<file path="config.mk">
export PLATFORM = sky130hd
export DESIGN_NAME = mem_stage_lsu
export DESIGN_NICKNAME = d
export VERILOG_FILES = /design/src/rtl/mem_stage_lsu.sv
export SDC_FILE = /design/constraint.sdc
export NUM_CORES = 1
export LEC_CHECK = 0
export CAP_MARGIN = 20
export CORE_UTILIZATION = 35
export DETAILED_ROUTE_END_ITERATION = 6
export PLACE_DENSITY = 0.66
export SYNTH_ARGS = -nofsm -noshare
export SYNTH_HDL_FRONTEND = slang
export SYNTH_SLANG_ARGS = --single-unit
export TNS_END_PERCENT = 5
</file>
<file path="constraint.sdc">
create_clock -name clk -period 5.52 [get_ports clk]
set_input_delay 0.552 -clock clk [delete_from_list [all_inputs] [get_ports clk]]
set_output_delay 0.552 -clock clk [all_outputs]
set_load 0.03 [all_outputs]
</file>
<file path="src/rtl/mem_stage_lsu.sv">
// MEM-stage load/store unit: turns a load or store into one word-aligned
// req/ready data-memory transaction. It stalls the pipeline while the
// transaction is outstanding, and it formats load data for MEM/WB.
// Misaligned or illegal accesses are flagged and skipped. A memory that never
// answers is aborted after TIMEOUT request cycles with a bus error.
`timescale 1ns/1ps
module mem_stage_lsu #(
  parameter int unsigned TIMEOUT = 16
) (
  input  logic        clk,
  input  logic        reset,
  input  logic        memReadM,
  input  logic        memWriteM,
  input  logic [2:0]  funct3M,
  input  logic [31:0] aluResultM,
  input  logic [31:0] writeDataM,
  input  logic        holdM,
  output logic [31:0] readDataM,
  output logic        stallM,
  output logic        misalignedM,
  output logic        busErrM,
  output logic        dmem_req,
  output logic        dmem_we,
  output logic [31:0] dmem_addr,
  output logic [3:0]  dmem_be,
  output logic [31:0] dmem_wdata,
  input  logic [31:0] dmem_rdata,
  input  logic        dmem_ready
);

  typedef enum logic [1:0] {IDLE, REQ, DONE} state_e;

  localparam int unsigned CW = (TIMEOUT > 1) ? $clog2(TIMEOUT) : 1;
  localparam logic [CW-1:0] CNT_LAST = CW'(TIMEOUT - 1);

  state_e          state_q, state_d;
  logic            req_q, req_d;
  logic            we_q, we_d;
  logic [31:0]     addr_q, addr_d;
  logic [3:0]      be_q, be_d;
  logic [31:0]     wdata_q, wdata_d;
  logic [31:0]     rdata_q, rdata_d;
  logic            err_q, err_d;
  logic [CW-1:0]   cnt_q, cnt_d;
  logic [2:0]      f3_q, f3_d;
  logic [1:0]      off_q, off_d;

  logic        access, is_store, f3_legal, size_bad, flag, go;
  logic [3:0]  be_new;
  logic [31:0] wdata_new, shifted, load_fmt;

  assign access   = memReadM | memWriteM;
  assign is_store = memWriteM;

  // Decode legality and alignment of the access currently presented in MEM.
  always_comb begin
    // NOTE: every always_comb output gets a default first so no path can infer a latch.
    f3_legal = 1'b0;
    size_bad = 1'b0;
    if (is_store) f3_legal = funct3M inside {3'b000, 3'b001, 3'b010};
    else          f3_legal = funct3M inside {3'b000, 3'b001, 3'b010, 3'b100, 3'b101};
    case (funct3M[1:0])
      2'b01:   size_bad = aluResultM[0];
      2'b10:   size_bad = (aluResultM[1:0] != 2'b00);
      default: size_bad = 1'b0;
    endcase
  end

  assign flag        = !f3_legal || size_bad;
  assign go          = (state_q == IDLE) && access && !flag;
  // Gated by reset so a reset mid-transaction releases the pipeline at once.
  assign misalignedM = !reset && (state_q == IDLE) && access && flag;
  assign stallM      = !reset && (go || (state_q == REQ));

  // Byte lanes and replicated write data for the access about to be issued.
  always_comb begin
    be_new    = 4'b1111;
    wdata_new = writeDataM;
    case (funct3M[1:0])
      2'b00: begin
        be_new    = 4'b0001 << aluResultM[1:0];
        wdata_new = {4{writeDataM[7:0]}};
      end
      2'b01: begin
        be_new    = aluResultM[1] ? 4'b1100 : 4'b0011;
        wdata_new = {2{writeDataM[15:0]}};
      end
      default: begin
        be_new    = 4'b1111;
        wdata_new = writeDataM;
      end
    endcase
    if (!is_store) wdata_new = 32'd0;
  end

  // Select the addressed byte/half of the returned word and extend it.
  assign shifted = dmem_rdata >> {off_q, 3'b000};
  always_comb begin
    case (f3_q)
      3'b000:  load_fmt = {{24{shifted[7]}}, shifted[7:0]};
      3'b001:  load_fmt = {{16{shifted[15]}}, shifted[15:0]};
      3'b100:  load_fmt = {24'd0, shifted[7:0]};
      3'b101:  load_fmt = {16'd0, shifted[15:0]};
      default: load_fmt = shifted;
    endcase
  end

  // Transaction FSM next-state and registered-output logic.
  always_comb begin
    state_d = state_q;
    req_d   = req_q;
    we_d    = we_q;
    addr_d  = addr_q;
    be_d    = be_q;
    wdata_d = wdata_q;
    rdata_d = rdata_q;
    err_d   = err_q;
    cnt_d   = cnt_q;
    f3_d    = f3_q;
    off_d   = off_q;
    case (state_q)
      IDLE: begin
        if (go) begin
          state_d = REQ;
          req_d   = 1'b1;
          we_d    = is_store;
          addr_d  = {aluResultM[31:2], 2'b00};
          be_d    = be_new;
          wdata_d = wdata_new;
          f3_d    = funct3M;
          off_d   = aluResultM[1:0];
          cnt_d   = '0;
        end
      end
      REQ: begin
        if (dmem_ready) begin
          req_d   = 1'b0;
          state_d = DONE;
          if (!we_q) rdata_d = load_fmt;
        end else if (cnt_q == CNT_LAST) begin
          req_d   = 1'b0;
          err_d   = 1'b1;
          rdata_d = 32'd0;
          state_d = DONE;
        end else begin
          cnt_d = cnt_q + CW'(1);
        end
      end
      DONE: begin
        if (!holdM) begin
          state_d = IDLE;
          err_d   = 1'b0;
        end
      end
      default: state_d = IDLE;
    endcase
  end

  // State and output registers with asynchronous active-high reset.
  always_ff @(posedge clk or posedge reset) begin
    if (reset) begin
      state_q <= IDLE;
      req_q   <= 1'b0;
      we_q    <= 1'b0;
      addr_q  <= 32'd0;
      be_q    <= 4'd0;
      wdata_q <= 32'd0;
      rdata_q <= 32'd0;
      err_q   <= 1'b0;
      cnt_q   <= '0;
      f3_q    <= 3'd0;
      off_q   <= 2'd0;
    end else begin
      // NOTE: non-blocking assignments so every flop samples pre-edge values.
      state_q <= state_d;
      req_q   <= req_d;
      we_q    <= we_d;
      addr_q  <= addr_d;
      be_q    <= be_d;
      wdata_q <= wdata_d;
      rdata_q <= rdata_d;
      err_q   <= err_d;
      cnt_q   <= cnt_d;
      f3_q    <= f3_d;
      off_q   <= off_d;
    end
  end

  assign readDataM  = rdata_q;
  assign busErrM    = err_q;
  assign dmem_req   = req_q;
  assign dmem_we    = we_q;
  assign dmem_addr  = addr_q;
  assign dmem_be    = be_q;
  assign dmem_wdata = wdata_q;

endmodule

</file>
Word level (Yosys, flattened, before mapping)
Cells that the tools add are included.
{ "word_totals": {"out_inout_bits": 105, "regBits": 112, "wordCells": 88, "inputBits": 105} }
{ "op_classes": {"n_reduce_logical": 27, "shift": 2, "n_eq_ne": 19, "addsub": 1, "mux": 27, "bitwise_logic": 1} }
{ "op_table": {"columns": ["operator", "n"], "rows": [
  ["2-to-1 mux 32 bit", 4],
  ["case mux 32 bit (4 select lines)", 1],
  ["case mux 32 bit (2 select lines)", 1],
  ["right shift 32 x 5 -> 32 bit", 1],
  ["2-to-1 mux 4 bit", 4],
  ["case mux 4 bit (2 select lines)", 2],
  ["== test 3 bit (second input constant)", 4],
  ["inequality test 2 bit (second input constant)", 5],
  ["AND reduction 3 bit", 3],
  ["2-to-1 mux 2 bit", 4],
  ["AND reduction 4 bit", 2],
  ["nonzero test 2 bit", 4],
  ["2-to-1 mux 1 bit", 7],
  ["== test 3 x 1 -> 1 bit (second input constant)", 2],
  ["logical AND 1 bit", 6],
  ["logical NOT 3 bit", 2],
  ["case mux 1 bit (2 select lines)", 3],
  ["case mux 2 bit (3 select lines)", 1],
  ["nonzero test 5 bit", 1],
  ["adder 4 x 1 -> 4 bit (second input constant)", 1],
  ["== test 2 x 1 -> 1 bit (second input constant)", 2],
  ["== test 2 bit (second input constant)", 2],
  ["== test 4 bit (second input constant)", 1],
  ["logical NOT 2 bit", 2],
  ["9 further kinds", 12]
]} }

Longest topological paths before layout
Gate-level depths: netlist of run 1.
{ "logic_depth": {"ltp_word": 9, "ltp_mapped": 9, "depth_no_buf": 6} }

Least setup slack after synthesis of run 1
OpenSTA, ideal clock, no wires.
{ "synth_path": {"kind": "input to output", "start": "in reset", "end": "out stallM", "path_stages": 2, "setup_slack_ns": 1.607, "t_required_ns": 4.968, "path_buffers": 0, "t_arrival_ns": 3.361, "cell_sequence": "inv_1 -> o21a_1"} }
{ "synth_via": {"elab_chain_cells": 2} }
{ "synth_lines": {"columns": ["item", "line_no", "source"], "rows": [
  ["from (decl)", "11", "input logic reset,"],
  ["logical NOT 1 bit (no line)", null, null],
  ["logical AND 1 bit", "73", "assign stallM = !reset && (go || (state_q == REQ));"],
  ["to (decl)", "19", "output logic stallM,"]
]} }
No other way between the ends.

Worst setup path in the final report of run 1
{ "layout_path": {"start": "in funct3M[1]", "end": "out stallM"} }
{ "layout_via": {"elab_chain_cells": 9, "word_cells_on_any_way": 17, "cone_classes": "6 x eq/ne; 2 x mux; 9 x reduce/logical"} }
{ "layout_lines": {"columns": ["item", "line_no", "source"], "rows": [
  ["from (decl)", "14", "input logic [2:0] funct3M,"],
  ["== test 3 x 1 -> 1 bit, or another cell as far along", "60, 61", null],
  ["nonzero test 5 bit / nonzero test 3 bit (equally long branches)", "61, 60", null],
  ["2-to-1 mux 1 bit", "60", "if (is_store) f3_legal = funct3M inside {3'b000, 3'b001, 3'b010};"],
  ["logical NOT 1 bit", "69", "assign flag = !f3_legal || size_bad;"],
  ["logical OR 1 bit (*)", "69", null],
  ["logical NOT 1 bit (*)", "70", "assign go = (state_q == IDLE) && access && !flag;"],
  ["logical AND 1 bit (*)", "70", null],
  ["logical OR 1 bit (*)", "73", null],
  ["logical AND 1 bit (*)", "73", null]
]} }
Mark *: on every way between the ends. The rest lies on a longest branch, timed or not.

==> summary.txt, run 1 <==
Ys Warns: 0
I/O pin cnt: 210
Cell Rows: 45
Setup CP Type: in -> out
area of the multi-input gates: 2440 sq um
minimum clock period: 3.81 ns
post-synthesis compound-gate area fraction: 13.2%
final setup vio count: 0
Post-synth EDFFs: 0
Total GRT Usage: 19.4%
htree depth: 3
DR vias: 4593
Critical Path AT: 3.26 ns
Top FF cell, synth: dfrtp_1
filler cell count: 1345
Max IR drop VDD: 0.304 mV
Final GP Congestion: 0.849
Critical Path Slowest Stage Cell: clkdlybuf4s50_1
most common cell after layout, fill and taps aside: clkdlybuf4s50_1
Synth Area per Inst: 11.0 sq um
Final #Nets: 792
synthesized instance count: 494
largest family of logic cells by synthesized area: multiplexers
CP dominant cell by count: clkdlybuf4s50_1
initial DRC count: 173
DRC: 0
final worst path period share: 69.0%
TritonCTS clock tree: built
post-synthesis async set-or-reset flop share: 100%
die area: 16100 sq um
Lkg Pwr: 0.00343 uW
fin area: 7980 sq um
most frequent cells in the layout: 207 x clkdlybuf4s50_1, 112 x dfrtp_1, 53 x nand2_1, 51 x o21ai_0
Hold Vio Cnt, Final: 0
initial antenna violation count: 0
ANT cells: 0
post_cts resized: 0
maximum fanout along the worst path: 17
Hold Path Class: reg -> reg
wire per inst: 17.6 um
antenna-violating nets left: 0
Power Density: 575 nW/um^2
vias in the first global route: 4622
register area share after synthesis: 51.4%
worst slack, placed: 1.72 ns
Clock Skew: 0.00666 ns
Worst-path clk slew: 0.07 ns
Final HPWL DP: 11100 um
CTS buffer count: 9
final setup margin: 1.71 ns
final-report max-slew violation count: 0
CTS Buffer Depth: 2
core area: 15200 sq um
post-synthesis adder-cell area fraction: 0.918%
postcts setup bufs: 0
worst path cell trace: clkdlybuf4s50_1 > inv_1 > ha_1 > nor2_1 > buf_4 > o22a_1 > nor3_4 > o21a_1 > clkdlybuf4s50_1
Fin Setup TNS: 0 ns
starting density of the core: 35.8%
Root Buffer Master: clkbuf_16
RSZ-0062 raised after global routing: no
layout cells sized above 1: 12.1%
Total Power: 4590 uW
Synth Area in XOR/XNOR: 0.482%
gr ovfl total: 0
Yosys reg bits: 112
final hold slack: 0.483 ns
mapped cell area: 5450 sq um
DR pass1 iterations: 5
Max-slew headroom: 41.6%
Total Wirelength: 15400 um
max-cap violations: 0
Area Overhead vs Synth: 46.5%
Slew @ Worst Pin: 0.876 ns
crit start category: input pin
Netlist cell types: 49
Reg area: 2800 sq um
Port Buffers: 207
first-pass GRT wire length: 24400 um
simple-gate portion of the synthesized area: 11.4%
Worst path max stage delay: 0.66 ns
largest net degree at the start of global routing: 67
Max Clock Freq: 0.262 GHz
CTS hold repair buffers: 0
Vias per Instance: 5.24
crit end category: primary output
insertion delay to the later sink of the worst-skew pair: 0.36 ns
Sink Count: 112
Critical Path RT: 4.97 ns
DP Area: 7630 sq um
status: finished, final reports clean
Die X: 127 um
die height: 127 um
post-synthesis mux area share: 18.5%
[per-stage QoR]
stage / cells / utilization (%)
6_report: 876 / 52.5
5_1_grt: 876 / 52.5
4_1_cts: 876 / 52.5
3_5_place_dp: 860 / 50.2
3_3_place_gp: 860 / 50.2
2_1_floorplan: 495 / -
[synthesized netlist by cell type, drive strengths merged (2+ instances only)]
master	instances	share of area (%)
ha	4	0.92
nor2b	4	0.46
a22o	8	1.3
nand2	53	3.7
a211o	8	1.3
xor2	3	0.48
o21ai	55	5.1
nand3b	8	1.1
dfrtp	112	51
a21oi	9	0.83
a221o	8	1.5
nor2	48	3.4
buf	19	2.4
inv	4	0.28
clkbuf	19	1.3
nor3	3	0.37
o31ai	8	1.1
a21boi	8	1.1
or2	2	0.23
mux2i	15	2.8
mux2	74	15
nand3	4	0.37
[state kept, by name, summed over array words and instances, names as in the netlist]
register	flops
dmem_we	1
state_q	2
dmem_be	4
f3_q	3
readDataM	32
dmem_wdata	32
dmem_addr	30
busErrM	1
dmem_req	1
cnt_q	4
off_q	2
[cell families after synthesis]
logic type,count (synthesis)
AOI/OAI and AO/OA,111
xor gates and xnor gates,3
DFF,112
buffers and inverters,42
muxes,90
other,1
and+or+nand+nor,131
adders and majority gates,4
[metal layers]
| layer | vias to the layer above | track usage [%] | share of wire (%) |
|---|---|---|---|
| li1 | 2120 | - | - |
| met1 | 2250 | 24.1 | 42 |
| met2 | 203 | 31.8 | 47 |
| met3 | 20 | 6.12 | 9.2 |
| met4 | 0 | 7.21 | 1.7 |
| met5 | - | 0 | 0 |
[where the power goes]
group,leakage (uW),internal [uW],switching (uW)
clock network,0.000165,458,313
logic,0.00186,1070,1320
registers,0.00140,1200,234
total,0.00343,2730,1860
[path summary, 6_finish.rpt]
check,cells after the start,startpoint,endpoint,slack [ns]
hold reg to reg,2,readDataM[15],readDataM[15],0.48
max in group asynchronous,3,reset,dmem_addr[29],3.59
hold / removal,2,readDataM[15],readDataM[15],0.48
setup / recovery,9,funct3M[1],stallM,1.71
setup reg to reg,5,state_q[0],dmem_wdata[23],3.07
min in group asynchronous,2,reset,dmem_we,0.68
[final cells by class]
type / instances / share of cell area [%]
Inverter: 4 / 0.219
Clock buffer: 10 / 2.99
Clock inverter: 6 / 1.43
Tap cell: 188 / 2.95
Timing Repair Buffer: 215 / 26.7
Sequential cell: 112 / 35.1
Multi-Input combinational cell: 341 / 30.6
[worst max-delay path, delay by kind of cell]
family / cells / cell delay (ns)
simple gates: 2 / 0.33
fa+ha+maj: 1 / 0.42
buf+inv: 4 / 1.43
compound gates: 2 / 0.51
Note: power is estimated with default switching activity, not from simulation.
==> run 2: changes to the inputs <==
==> constraint.sdc (replaced) <==
create_clock -name clk -period 3.53 [get_ports clk]
set_input_delay 0.353 -clock clk [delete_from_list [all_inputs] [get_ports clk]]
set_output_delay 0.353 -clock clk [all_outputs]
set_load 0.03 [all_outputs]
==> summary.txt, run 2 (synthesis gave the netlist of run 1 again) <==
status: finished, final reports clean (unchanged)
insertion delay to the later sink of the worst-skew pair: 0.35 ns (was 0.36 ns)
Max IR drop VDD: 0.478 mV (was 0.304 mV)
Critical Path AT: 2.54 ns (was 3.26 ns)
most frequent cells in the layout: 206 x clkdlybuf4s50_1, 112 x dfrtp_1, 53 x nand2_1, 51 x o21ai_0 (was 207 x clkdlybuf4s50_1, 112 x dfrtp_1, 53 x nand2_1, 51 x o21ai_0)
Cell Rows: 45 (unchanged)
postcts setup bufs: 0 (unchanged)
DP Area: 7670 sq um (was 7630 sq um)
Sink Count: 112 (unchanged)
Total Wirelength: 15400 um (about the same)
fin area: 8010 sq um (was 7980 sq um)
core area: 15200 sq um (unchanged)
gr ovfl total: 0 (unchanged)
TritonCTS clock tree: built (unchanged)
Critical Path RT: 3.18 ns (was 4.97 ns)
wire per inst: 17.5 um (was 17.6 um)
DRC: 0 (unchanged)
Area Overhead vs Synth: 47.1% (was 46.5%)
minimum clock period: 2.89 ns
ANT cells: 0 (unchanged)
Max Clock Freq: 0.346 GHz
Setup CP Type: in -> out (unchanged)
Hold Path Class: reg -> reg (unchanged)
Worst-path clk slew: 0.07 ns (about the same)
crit end category: primary output (unchanged)
Slew @ Worst Pin: 0.879 ns (was 0.876 ns)
final setup vio count: 0 (unchanged)
Clock Skew: 0.0108 ns (was 0.00666 ns)
Total Power: 7130 uW (was 4590 uW)
Port Buffers: 207 (unchanged)
Finished Layout Cells: 882 (was 876)
Final GP Congestion: 0.865 (was 0.849)
largest net degree at the start of global routing: 67 (unchanged)
DR vias: 4528 (was 4593)
Power Density: 890 nW/um^2 (was 575 nW/um^2)
CTS buffer count: 9 (unchanged)
antenna-violating nets left: 0 (unchanged)
starting density of the core: 35.8% (unchanged)
placed insts: 866 (was 860)
Lkg Pwr: 0.00346 uW (was 0.00343 uW)
Worst R2R Setup Slack: 1.32 ns (was 3.07 ns)
filler cell count: 1371 (was 1345)
Max-slew headroom: 41.4% (was 41.6%)
final worst path period share: 82.0%
max-cap violations: 0 (unchanged)
crit start category: input pin (unchanged)
post_cts resized: 0 (unchanged)
Vias per Instance: 5.13 (was 5.24)
CTS hold repair buffers: 0 (unchanged)
initial antenna violation count: 1 (was 0)
Final #Nets: 798 (was 792)
vias in the first global route: 4722 (was 4622)
initial DRC count: 231 (was 173)
CTS Buffer Depth: 2 (unchanged)
most common cell after layout, fill and taps aside: clkdlybuf4s50_1 (unchanged)
htree depth: 3 (unchanged)
RSZ-0062 raised after global routing: no (unchanged)
layout cells sized above 1: 13.0% (was 12.1%)
Hold Vio Cnt, Final: 0 (unchanged)
Root Buffer Master: clkbuf_16 (unchanged)
die height: 127 um (unchanged)
final-report max-slew violation count: 0 (unchanged)
Final HPWL DP: 11100 um (about the same)
Total GRT Usage: 19.7% (was 19.4%)
maximum fanout along the worst path: 4 (was 17)
DR pass1 iterations: 4 (was 5)
Die X: 127 um (unchanged)
I/O pin cnt: 210 (unchanged)
die area: 16100 sq um (unchanged)
first-pass GRT wire length: 24800 um (was 24400 um)
Fin Setup TNS: 0 ns (unchanged)
==> run 2: cell types whose count changed in the layout (fill, tap and decap cells not counted), sizes merged <==
cell,delta
clkinvlp,-2
clkbuf,+2
bufinv,-1
clkinv,+1
buf,+7
clkdlybuf4s50,-1
==> run 2: power breakdown <==
group | total (uW) | switching [uW] | internal [uW] | leakage (uW)
clock | 1140 | 461 | 682 | 0.000169
combinational | 3760 | 2080 | 1690 | 0.00189
sequential | 2220 | 351 | 1870 | 0.00140
==> run 2: area by class of cell <==
cell class                 count  area (sq um)  area share (%)
clock buffer                  12           267            3.33
inverter                       4          17.5           0.219
sequential                   112          2800            35.0
tap                          188           235            2.94
multi-input combinational    341          2440            30.5
timing repair buffer         221          2170            27.1
clock inverter                 4          73.8           0.921
==> run 2: metrics by stage <==
| stage | hold WS, ns | utilization [%] | setup WS (ns) |
|---|---|---|---|
| finish | 0.483 | 52.7 | 0.637 |
| global route | 0.509 | 52.7 | 0.544 |
| CTS | 0.487 | 52.7 | 0.627 |
| detailed placement | 0.471 | 50.5 | 0.590 |
| global placement | 0.467 | 50.5 | 0.700 |
| floorplan | 0.473 | - | 0.0153 |
==> run 2: final timing paths <==
kind	from	depth (start not counted)	endpoint
hold reg to reg	readDataM[0]	2	readDataM[0]
min in group asynchronous	reset	3	cnt_q[2]
max in group asynchronous	reset	4	dmem_wdata[30]
setup / recovery	funct3M[1]	8	stallM
hold / removal	readDataM[0]	2	readDataM[0]
setup reg to reg	state_q[0]	5	dmem_addr[15]
==> run 2: worst max-delay path: stages <==
cell and delay (ns):
clkdlybuf4s50_1 0.51, inv_1 0.08, ha_1 0.24, nor3_1 0.27, o22a_1 0.25, nor3_4 0.06
o21a_1 0.19, clkdlybuf4s50_1 0.59
==> run 2: metal layers <==
| layer | GRT usage [%] | vias to the layer above | part of all wire [%] |
|---|---|---|---|
| met5 | 0 | - | 0 |
| met2 | 31.9 | 184 | 47 |
| met1 | 24.1 | 2190 | 42 |
| met3 | 8.18 | 19 | 10 |
| li1 | - | 2135 | - |
| met4 | 5.81 | 0 | 1.5 |
==> run 3: changes to the inputs <==
==> constraint.sdc (replaced) <==
create_clock -name clk -period 2.7 [get_ports clk]
set_input_delay 0.27 -clock clk [delete_from_list [all_inputs] [get_ports clk]]
set_output_delay 0.27 -clock clk [all_outputs]
set_load 0.03 [all_outputs]
==> summary.txt, run 3 (synthesis gave the netlist of run 1 again) <==
Fin Setup TNS: 0 ns (unchanged)
Area Overhead vs Synth: 46.8% (was 47.1%)
vias in the first global route: 4681 (was 4722)
Clock Skew: 0.00863 ns (was 0.0108 ns)
Total Power: 9140 uW (was 7130 uW)
Cell Rows: 45 (unchanged)
most common cell after layout, fill and taps aside: clkdlybuf4s50_1 (unchanged)
CTS Buffer Depth: 2 (unchanged)
CTS buffer count: 9 (unchanged)
initial antenna violation count: 0 (was 1)
Sink Count: 112 (unchanged)
antenna-violating nets left: 0 (unchanged)
R2R cell count: 5 (unchanged)
status: finished, final reports clean (unchanged)
Vias per Instance: 5.16 (was 5.13)
final worst path period share: 90.4%
DRC: 0 (unchanged)
Finished Layout Cells: 884 (was 882)
Critical Path Slowest Stage Cell: clkdlybuf4s50_1 (unchanged)
die area: 16100 sq um (unchanged)
Total GRT Usage: 19.6% (was 19.7%)
Root Buffer Master: clkbuf_16 (unchanged)
Power Density: 1140 nW/um^2 (was 890 nW/um^2)
Die X: 127 um (unchanged)
post_cts resized: 0 (unchanged)
Total Wirelength: 15200 um (was 15400 um)
area of the multi-input gates: 2440 sq um (unchanged)
FF-to-FF Start: off_q[1] (was state_q[0])
Worst path max stage delay: 0.53 ns (was 0.59 ns)
die height: 127 um (unchanged)
core area: 15200 sq um (unchanged)
DR vias: 4561 (was 4528)
Slew @ Worst Pin: 0.648 ns (was 0.879 ns)
max-cap violations: 0 (unchanged)
crit start category: input pin (unchanged)
insertion delay to the later sink of the worst-skew pair: 0.35 ns (about the same)
starting density of the core: 35.8% (unchanged)
I/O pin cnt: 210 (unchanged)
worst path cell trace: clkdlybuf4s50_1 > inv_1 > ha_1 > nor3_1 > o22a_1 > buf_4 > nor2_1 > nor3_1 > buf_4 (was clkdlybuf4s50_1 > inv_1 > ha_1 > nor3_1 > o22a_1 > nor3_4 > o21a_1 > clkdlybuf4s50_1)
Critical Path RT: 2.43 ns (was 3.18 ns)
Port Buffers: 207 (unchanged)
Setup CP Type: in -> out (unchanged)
ANT cells: 0 (unchanged)
layout cells sized above 1: 13.1% (was 13.0%)
most frequent cells in the layout: 205 x clkdlybuf4s50_1, 112 x dfrtp_1, 53 x nand2_1, 51 x o21ai_0 (was 206 x clkdlybuf4s50_1, 112 x dfrtp_1, 53 x nand2_1, 51 x o21ai_0)
Final GP Congestion: 0.854 (was 0.865)
Critical Path AT: 2.17 ns (was 2.54 ns)
final-report max-slew violation count: 0 (unchanged)
Hold Vio Cnt, Final: 0 (unchanged)
Hold Path Class: in -> async (was reg -> reg)
FF-to-FF End: readDataM[24] (was dmem_addr[15])
CTS hold repair buffers: 0 (unchanged)
filler cell count: 1370 (was 1371)
gr ovfl total: 0 (unchanged)
minimum clock period: 2.44 ns
crit end category: primary output (unchanged)
Final #Nets: 800 (was 798)
Final HPWL DP: 11100 um (about the same)
largest net degree at the start of global routing: 113 (was 67)
final hold slack: 0.448 ns (was 0.483 ns)
final setup vio count: 0 (unchanged)
Worst-path clk slew: 0.07 ns (about the same)
Max-slew headroom: 56.8% (was 41.4%)
initial DRC count: 260 (was 231)
wire per inst: 17.2 um (was 17.5 um)
DR pass1 iterations: 4 (unchanged)
maximum fanout along the worst path: 11 (was 4)
first-pass GRT wire length: 24400 um (was 24800 um)
Max Clock Freq: 0.410 GHz
RSZ-0062 raised after global routing: no (unchanged)
Final Util: 52.6% (was 52.7%)
Max IR drop VDD: 0.625 mV (was 0.478 mV)
Reg area: 2800 sq um (unchanged)
Worst R2R Setup Slack: 0.78 ns (was 1.32 ns)
Lkg Pwr: 0.00344 uW (was 0.00346 uW)
TritonCTS clock tree: built (unchanged)
CP startpoint: funct3M[1] (unchanged)
postcts setup bufs: 0 (unchanged)
htree depth: 3 (unchanged)
placed insts: 868 (was 866)
run 3: metrics by stage:
stage	instance area, sq um	setup slack [ns]
finish	8000	0.260
global route	8000	0.0651
CTS	8000	0.250
detailed placement	7720	0.148
global placement	7720	0.223
floorplan	5460	0.101
run 3: how the worst max path moves through the flow:
stage / end / cells after the start
global route: misalignedM / 9
detailed placement: dmem_wdata[18] / 8
CTS: misalignedM / 9
finish: misalignedM / 9
floorplan: stallM / 2
global placement: dmem_addr[17] / 8
run 3: critical path, delay by kind of cell:
kind                       cells  cell delay (ns)
buffers and inverters          4             1.00
adders and majority gates      1             0.25
and+or+nand+nor                3             0.42
AOI/OAI and AO/OA              1             0.23
run 3: area by class of cell:
cell class | instances | share of cell area, %
sequential | 112 | 35.0
multi-input combinational | 341 | 30.5
timing repair buffer | 223 | 27.8
tap | 188 | 2.94
clock buffer | 11 | 2.91
clock inverter | 5 | 0.516
inverter | 4 | 0.235
run 3: per-layer routing:
layer	part of all wire (%)	routed length [um]	GRT usage, %
met5	0	0	0
met4	2.2	329	8.12
met3	8.5	1290	6.50
met2	46	7060	30.9
met1	43	6550	24.6
run 3: report_power, final:
part / switching [uW] / internal, uW
sequential: 500 / 2450
combinational: 2690 / 2230
clock: 633 / 638
total: 3820 / 5320
==> patch: new RTL, settings of run 2 <==
The 3 states of `state_e` get a one-hot encoding in 3 bits.
--- a/src/rtl/mem_stage_lsu.sv
+++ b/src/rtl/mem_stage_lsu.sv
@@ -30,3 +30,3 @@
 
-  typedef enum logic [1:0] {IDLE, REQ, DONE} state_e;
+  typedef enum logic [2:0] {IDLE = 3'b001, REQ = 3'b010, DONE = 3'b100} state_e;
 
Check against the original RTL: no difference found for any inputs over 4 cycles, from zero or initial values and one cycle with reset high; so few cycles prove little.
==> patch against run 2 <==
Final area is 4.2% higher. Wire length is 0.23% lower. Power fell by 0.20%. Global-route usage grew 0.40 points. Sequential share of layout area fell by 1.1 points. Sequential cell count increased by 1. Highest routed layer unchanged. Worst setup slack worse by 0.16 ns. Synthesized area increased by 0.69%. Non-clock buffer count rose by 1.
==> patch: results (changes against run 2) <==
filler cell count 1,312 (-4.3%); #MultiIn Comb 340 (-0.29%); H-tree depth 4 (+1); ranking of synthesized cells by area dfrtp_1 51%, mux2_2 9.4%, mux2_1 5.3%, o21ai_0 4.3%, nand2_1 3.3%; list of most frequent post-synthesis cells 112 x dfrtp_1, 48 x nand2_1, 47 x nor2_1, 47 x o21ai_0, 46 x mux2_2; Non-clock inverters 6 (+2); reg2reg start state_q[2]$_DFFE_PP0P_; fraction of area in registers 33.9% (-1.1 points); GR met1 Demand/Resource 23.4% (-0.77 points); post-synthesis sequential area ratio 51.6% (+0.13 points); Met1 Wirelength 6280 microns (-2.5%); FF-to-FF setup slack 1.54 ns (+0.22 ns); Multi-input gate area 2460 sq um (+0.51%); largest net degree at the start of global routing 68 (+1.5%); met3 wire len 1400 microns (-9.0%); global router's overall resource usage 20.1% (+0.40 points); Worst VDD drop 0.000420 V (-12%); tightest hold margin 0.483 ns (+0.000616 ns); Vias per Instance 5.00 (-2.6%); first-pass GRT wire length 25,200 microns (+1.4%); post-synthesis mux area share 17.9% (-0.61 points); Comb pwr share 46.8% (-6.0 points); clock sink count 113 (+0.89%); number of antenna violations at the first check in global routing 0 (-1); Min-Delay Path Depth 1 (-1); signal buffers share of area 26.4% (-0.71 points); hold path startpoint dmem_addr[8]$_DFFE_PP0P_; Final HPWL DP 11,100 microns (-0.40%); crit-path max cell delay 0.69 ns (+0.10 ns); GRT met3 Usage 8.84% (+0.65 points); DRT iter0 DRCs 162 (-30%); final net count 809 (+1.4%); vias in the first global route 4,949 (+4.8%); time the worst path needs with I/O delays and setup 3.06 ns (+0.162 ns); clkbuf count 24 (+12); CTS Buf Count 17 (+8); Post-Synth Adder-Cell Area 0.912% (-0.0063 points); met2 GRT Util 32.4% (+0.57 points); XOR/XNOR share of the synthesized area 0.479% (-0.0033 points); ClkCell Share 6.85% (+2.6 points); Hold Path Sink dmem_addr[8]$_DFFE_PP0P_; status complete, no violations; nonclk buf count 222 (+0.45%); share of post-route cells with drive strength above 1 14.3% (+1.4 points); Clock Skew 0.0113 ns (+0.000461 ns); Reg-to-Reg End dmem_addr[11]$_DFFE_PP0P_; internal power 0.00441 W (+3.9%); worst-skew pair later-pin latency 0.42 ns (+0.07 ns)
-- patch: metrics by stage --
stage | total power (W) | instances | util [%] | worst slack, ns | area [sq um]
after floorplan | 0.00408 | 495 | - | 0.191 | 5490
after global placement | 0.00545 | 892 | 51.0 | 0.598 | 7780
after detailed placement | 0.00550 | 892 | 51.0 | 0.508 | 7780
after CTS | 0.00720 | 922 | 54.7 | 0.487 | 8350
after global routing | 0.00750 | 922 | 54.7 | 0.383 | 8350
final | 0.00712 | 922 | 54.7 | 0.475 | 8350
-- patch: worst max-delay path by stage --
stage                           from                  end  slack, ns  cells past startpoint
after floorplan                reset  busErrM$_DFFE_PP0P_       0.19                      1
after global placement    funct3M[0]               stallM       0.60                      8
after detailed placement  funct3M[0]               stallM       0.51                      8
after CTS                 funct3M[1]               stallM       0.49                      8
after global routing      funct3M[1]               stallM       0.38                      8
final                     funct3M[1]               stallM       0.47                      8
